<file path="config.mk">
export PLATFORM = sky130hd
export DESIGN_NAME = rng_word_fifo
export DESIGN_NICKNAME = d
export VERILOG_FILES = /design/src/rtl/rng_word_fifo.sv
export SDC_FILE = /design/constraint.sdc
export NUM_CORES = 1
export LEC_CHECK = 0
export ABC_AREA = 1
export CAP_MARGIN = 20
export CORE_AREA = 2 2 151 153
export DETAILED_ROUTE_END_ITERATION = 10
export DIE_AREA = 0 0 153 155
export PLACE_DENSITY = 0.78
export SYNTH_ARGS = -nofsm -noshare
export SYNTH_HDL_FRONTEND = slang
export SYNTH_SLANG_ARGS = --single-unit
export TNS_END_PERCENT = 50
</file>
<file path="constraint.sdc">
create_clock -name clk -period 3.7 [get_ports clk]
set_input_delay 0.555 -clock clk [delete_from_list [all_inputs] [get_ports clk]]
set_output_delay 0.555 -clock clk [all_outputs]
set_load 0.01 [all_outputs]
</file>
<file path="src/rtl/rng_word_fifo.sv">
// ============================================================================
// Module   : rng_word_fifo
// Purpose  : Whitens generator x/y/z state into 32-bit words, decimates the
//            stream and buffers kept words in a first-word-fall-through FIFO.
//            Optional repetition health test: define RNG_WORD_HEALTH_EN.
// Revision : 1.0 - initial release
// ============================================================================
`default_nettype none

module rng_word_fifo #(
    parameter int DEPTH = 8,
    parameter int AW    = 3
) (
    input  logic          clk,
    input  logic          rst_n,
    input  logic          clr,
    input  logic          en,
    input  logic [31:0]   x,
    input  logic [31:0]   y,
    input  logic [31:0]   z,
    input  logic [7:0]    decim,
    input  logic [AW:0]   thresh,
    input  logic          rd_en,
    output logic [31:0]   rd_data,
    output logic          rd_valid,
    output logic [AW:0]   level,
    output logic          full,
    output logic          ovf,
    output logic          irq,
    output logic          hfail
);

    localparam logic [AW:0] c_full_level = (AW+1)'(DEPTH);

    logic [31:0]   r_mem [DEPTH];
    logic [AW-1:0] r_wptr_q, w_wptr_d;
    logic [AW-1:0] r_rptr_q, w_rptr_d;
    logic [AW:0]   r_level_q, w_level_d;
    logic [7:0]    r_cnt_q, w_cnt_d;
    logic          r_ovf_q, w_ovf_d;

    logic [31:0]   w_word;
    logic          w_cand;
    logic          w_push_req;
    logic          w_empty;
    logic          w_full;
    logic          w_pop;
    logic          w_push;

    assign w_word = x ^ {y[15:0], y[31:16]} ^ {z[7:0], z[31:8]};

    // Using >= lets the counter recover if decim is lowered mid-run.
    always_comb begin
        w_cand  = en && (r_cnt_q >= decim) && !clr;
        w_cnt_d = r_cnt_q;
        if (clr) begin
            w_cnt_d = 8'd0;
        end else if (en) begin
            w_cnt_d = (r_cnt_q >= decim) ? 8'd0 : r_cnt_q + 8'd1;
        end
    end

`ifdef RNG_WORD_HEALTH_EN
    logic [31:0] r_last_q, w_last_d;
    logic        r_hfail_q, w_hfail_d;
    logic        w_repeat;

    always_comb begin
        w_repeat   = (w_word == r_last_q);
        w_push_req = w_cand && !w_repeat;
        w_last_d   = w_cand ? w_word : r_last_q;
        w_hfail_d  = clr ? 1'b0 : (r_hfail_q | (w_cand && w_repeat));
    end

    always_ff @(posedge clk or negedge rst_n) begin
        if (!rst_n) begin
            r_last_q  <= 32'd0;
            r_hfail_q <= 1'b0;
        end else begin
            r_last_q  <= w_last_d;
            r_hfail_q <= w_hfail_d;
        end
    end

    assign hfail = r_hfail_q;
`else
    assign w_push_req = w_cand;
    assign hfail      = 1'b0;
`endif

    // A pop in the same cycle frees the slot, so a full FIFO still accepts.
    always_comb begin
        w_empty = (r_level_q == '0);
        w_full  = (r_level_q == c_full_level);
        w_pop   = rd_en && !w_empty && !clr;
        w_push  = w_push_req && (!w_full || w_pop);
    end

    always_comb begin
        w_wptr_d  = r_wptr_q;
        w_rptr_d  = r_rptr_q;
        w_level_d = r_level_q;
        w_ovf_d   = r_ovf_q;
        if (clr) begin
            w_wptr_d  = '0;
            w_rptr_d  = '0;
            w_level_d = '0;
            w_ovf_d   = 1'b0;
        end else begin
            if (w_push) w_wptr_d = r_wptr_q + AW'(1);
            if (w_pop)  w_rptr_d = r_rptr_q + AW'(1);
            if (w_push && !w_pop)      w_level_d = r_level_q + (AW+1)'(1);
            else if (w_pop && !w_push) w_level_d = r_level_q - (AW+1)'(1);
            if (w_push_req && w_full && !w_pop) w_ovf_d = 1'b1;
        end
    end

    always_ff @(posedge clk or negedge rst_n) begin
        if (!rst_n) begin
            r_wptr_q  <= '0;
            r_rptr_q  <= '0;
            r_level_q <= '0;
            r_cnt_q   <= 8'd0;
            r_ovf_q   <= 1'b0;
        end else begin
            r_wptr_q  <= w_wptr_d;
            r_rptr_q  <= w_rptr_d;
            r_level_q <= w_level_d;
            r_cnt_q   <= w_cnt_d;
            r_ovf_q   <= w_ovf_d;
        end
    end

    always_ff @(posedge clk) begin
        if (w_push) r_mem[r_wptr_q] <= w_word;
    end

    assign rd_valid = !w_empty;
    assign rd_data  = w_empty ? 32'd0 : r_mem[r_rptr_q];
    assign level    = r_level_q;
    assign full     = w_full;
    assign ovf      = r_ovf_q;
    assign irq      = (thresh != '0) && (r_level_q >= thresh);

endmodule

`default_nettype wire

</file>
==> flow_metrics.py <==
metrics = {
    "synth": {
        "syn_area_per_cell_um2": 12.10,
        "ys_seq_area_share_pct": 68.64,
        "synth.distinct_cells": 37,
        "synth_area_um2": 11890,
        "ys.flop_type": "edfxtp_1",
        "muxShareOfSynthArea_pct": 0,
        "synthesis.nets": 1114,
        "synth_seq_cells": 275,
        "synth_xor_area_share_pct": 5.008,
        "syn_inst": 983,
        "yosys.area_share.simple_pct": 9.911,
        "async_flop_share_pct": 6.909,
        "synth_compound_area_share_pct": 11.14,
        "synth_top_family_by_area": "compound AO/OA/AOI/OAI gates",
        "yosysWarnings": 0,
        "synth_edf_count": 256,
        "synth_fa_ha_area_share_pct": 1.957,
    },
    "grt": {
        "grt_max_degree": 130,
        "grt_pass1_wl_um": 41780,
        "grt_use_total_pct": 21.96,
        "grt_pass1_vias": 8221,
        "antenna_found_initial": 0,
        "gr-total-overflow": 0,
    },
    "sta": {
        "grt_setup_unrepaired": "false",
        "maxSlewViolCount": 0,
        "worst_hold_slack_ps": 504.9,
        "slew_headroom_pct": 39.03,
        "period_needed_ps": 3436,
        "fin_crit_sh_pct": 92.86,
        "hold_viol": 0,
        "fin_skew_ps": 28.36,
        "tightest_slew_ps": 911.7,
        "fmax_ghz": 0.2910,
        "finalSetupTns_ps": 0,
        "finalSetupViolCount": 0,
    },
    "routing": {
        "routed.top_layer": "met4",
        "remaining_drc_errors": 0,
        "met3_length_um": 1791,
        "firstDrtPassIters": 5,
        "met1_length_um": 10550,
        "viasPerCell": 5.628,
        "wl_per_cell_um": 18.27,
        "ant_nets": 0,
        "dr_total_vias": 8121,
        "first_iter_violations": 732,
        "wl_um": 26360,
        "wl_met2_um": 13540,
    },
    "cts": {
        "path_clk_slew_ps": 60,
        "numCtsBuffers": 27,
        "cts.path.max_buffers": 3,
        "clock-sinks": 275,
        "cts_hold_buffers": 0,
        "cts-root-buf": "clkbuf_16",
        "cts_tree": "done",
        "ctsResizeCount": 0,
        "clk_latency_ps": 540,
        "cts_setup_buffers": 0,
        "cts_htree_levels": 1,
    },
    "layout": {
        "final_cells": 1443,
        "nets": 1269,
        "drive_gt1_share_pct": 8.895,
        "area_growth_pct": 23.97,
        "final_cell_area_um2": 14740,
        "n_antenna_cell": 0,
    },
    "placement": {
        "dp.cells": 1394,
        "io_buffers": 152,
        "dp_hpwl_um": 16630,
        "place_area_um2": 13890,
        "gp_congestion": 0.8030,
    },
    "die": {
        "die-area_um2": 23720,
        "core_um2": 22230,
        "initial_core_util_pct": 53.50,
        "die-height_um": 155,
        "io_pins": 154,
        "num_rows": 55,
        "fp.dieW_um": 153,
    },
    "setup_path": {
        "path_class": "reg -> out",
        "crit_path_end_kind": "output port",
        "reg2reg_from": "level[2]",
        "critPathSlowestCell": "dfrtp_2",
        "worstPathMaxFanout": 29,
        "cp.buffers_inverters": 2,
        "r2r_slack_ps": 960,
        "critical_path.startpoint_type": "flop",
        "slowest_delay_ps": 640,
        "cp.arrival_ps": 2880,
        "cp_data_required_time_ps": 3140,
        "startpoint": "r_rptr_q[1]",
        "critical_path.top_delay_family": "buffers and inverters",
        "path_cells": "buf_4, o21ai_0, o22ai_1, o21ai_1, a31oi_1, clkdlybuf4s50_1",
    },
    "power_and_ir_drop": {
        "p_per_area_nw_per_um2": 589.0,
        "max-vdd-ir-drop_mv": 0.3726,
        "power.leakage_uw": 0.005086,
    },
    "min_path": {
        "hp-start": "ovf",
        "hp-class": "reg -> reg",
    },
    "outcome": {
        "status": "complete, no violations",
    },
    "job": {
        "maxCapViolations": 0,
    },
}
final cells by class:
| type | count | area [µm²] |
|---|---|---|
| sequential | 275 | 8168 |
| inverter | 35 | 146.4 |
| multi-input combinational | 620 | 3396 |
| fill | 1572 | 7485 |
| clock buffer | 29 | 683.2 |
| timing repair buffer | 179 | 1824 |
| tap | 285 | 356.6 |
| clock inverter | 20 | 168.9 |
placed cells by master (no fill, tap or decap), types with 2 or more instances in the layout:
cell             count
clkinv_1             2
o21ai_1             58
buf_12               8
bufinv_16            2
nor2_4               8
nand2_2              2
nor2_1             208
nand4_1              2
nand3_2              2
a21oi_1              7
nor2_2               4
inv_1               27
nand2_1             43
xnor2_1             64
a31oi_1             33
inv_2                6
o22ai_1             32
clkinvlp_4           4
clkbuf_1             2
xor2_1               4
nand3_4              2
ha_1                17
o21ai_0            112
inv_6                2
nor3_1               5
nand3_1              6
buf_4               19
edfxtp_1           256
dfrtp_1             17
clkbuf_16           27
clkinv_2            10
clkdlybuf4s50_1    152
flip-flops by register name, summed over array words and instances (netlist names):
name,cells
r_mem,256
r_cnt_q,8
level,4
ovf,1
r_wptr_q,3
r_rptr_q,3
Yosys cell counts, types with 4 or more instances:
master,n,area (µm²)
a21oi_1,7,35.03
a31oi_1,33,206.5
buf_1,4,15.01
buf_2,22,110.1
buf_4,6,45.04
clkbuf_1,21,78.83
dfrtp_1,19,475.5
edfxtp_1,256,7687
ha_1,17,212.7
inv_1,27,101.4
inv_2,7,26.28
nand2_1,43,161.4
nand3_1,6,30.03
nor2_1,216,810.8
nor2_2,4,25.02
nor3_1,5,25.02
o21ai_0,112,560.5
o21ai_1,58,290.3
o22ai_1,32,200.2
xnor2_1,64,560.5
xor2_1,4,35.03
stage by stage:
step	total power (µW)	utilization [%]	setup slack, ps
finish	8683	66.33	264.0
global route	9073	66.33	30.90
CTS	8730	66.33	258.4
detailed placement	6123	62.49	380.8
global placement	6070	62.49	470.5
floorplan	5061	-	349.4
cells by family after synthesis:
| family | after synthesis |
|---|---|
| AO/OA/AOI/OAI | 246 |
| XOR/XNOR | 68 |
| adder cells (fa/ha/maj) | 18 |
| buffers and inverters | 88 |
| flip-flops | 275 |
| other | 1 |
| AND/OR/NAND/NOR | 287 |
routing by layer:
layer / GRT usage [%] / vias up
met1: 28.71 / 3923
met5: 0 / -
met4: 6.173 / 0
met2: 38.67 / 334
met3: 3.287 / 44
li1: - / 3820
tightest hold or removal path, cell delays in order, from the launching register on:
cell	delay (ps)
dfrtp_1	350
nand2_1	60
o21ai_0	60
worst paths after layout:
path | endpoint | depth (start not counted)
setup reg to reg | r_mem[4][23] | 9
min in group asynchronous | r_wptr_q[1] | 1
hold reg to reg | ovf | 2
setup / recovery | rd_data[22] | 6
max in group asynchronous | r_rptr_q[0] | 1
hold / removal | ovf | 2
power by group:
part           switching (µW)  internal [µW]  total (µW)
combinational            1410           1060        2480
sequential               57.9           3530        3580
clock                    1140           1480        2620
No activity file was read; power rests on OpenSTA's default activity.
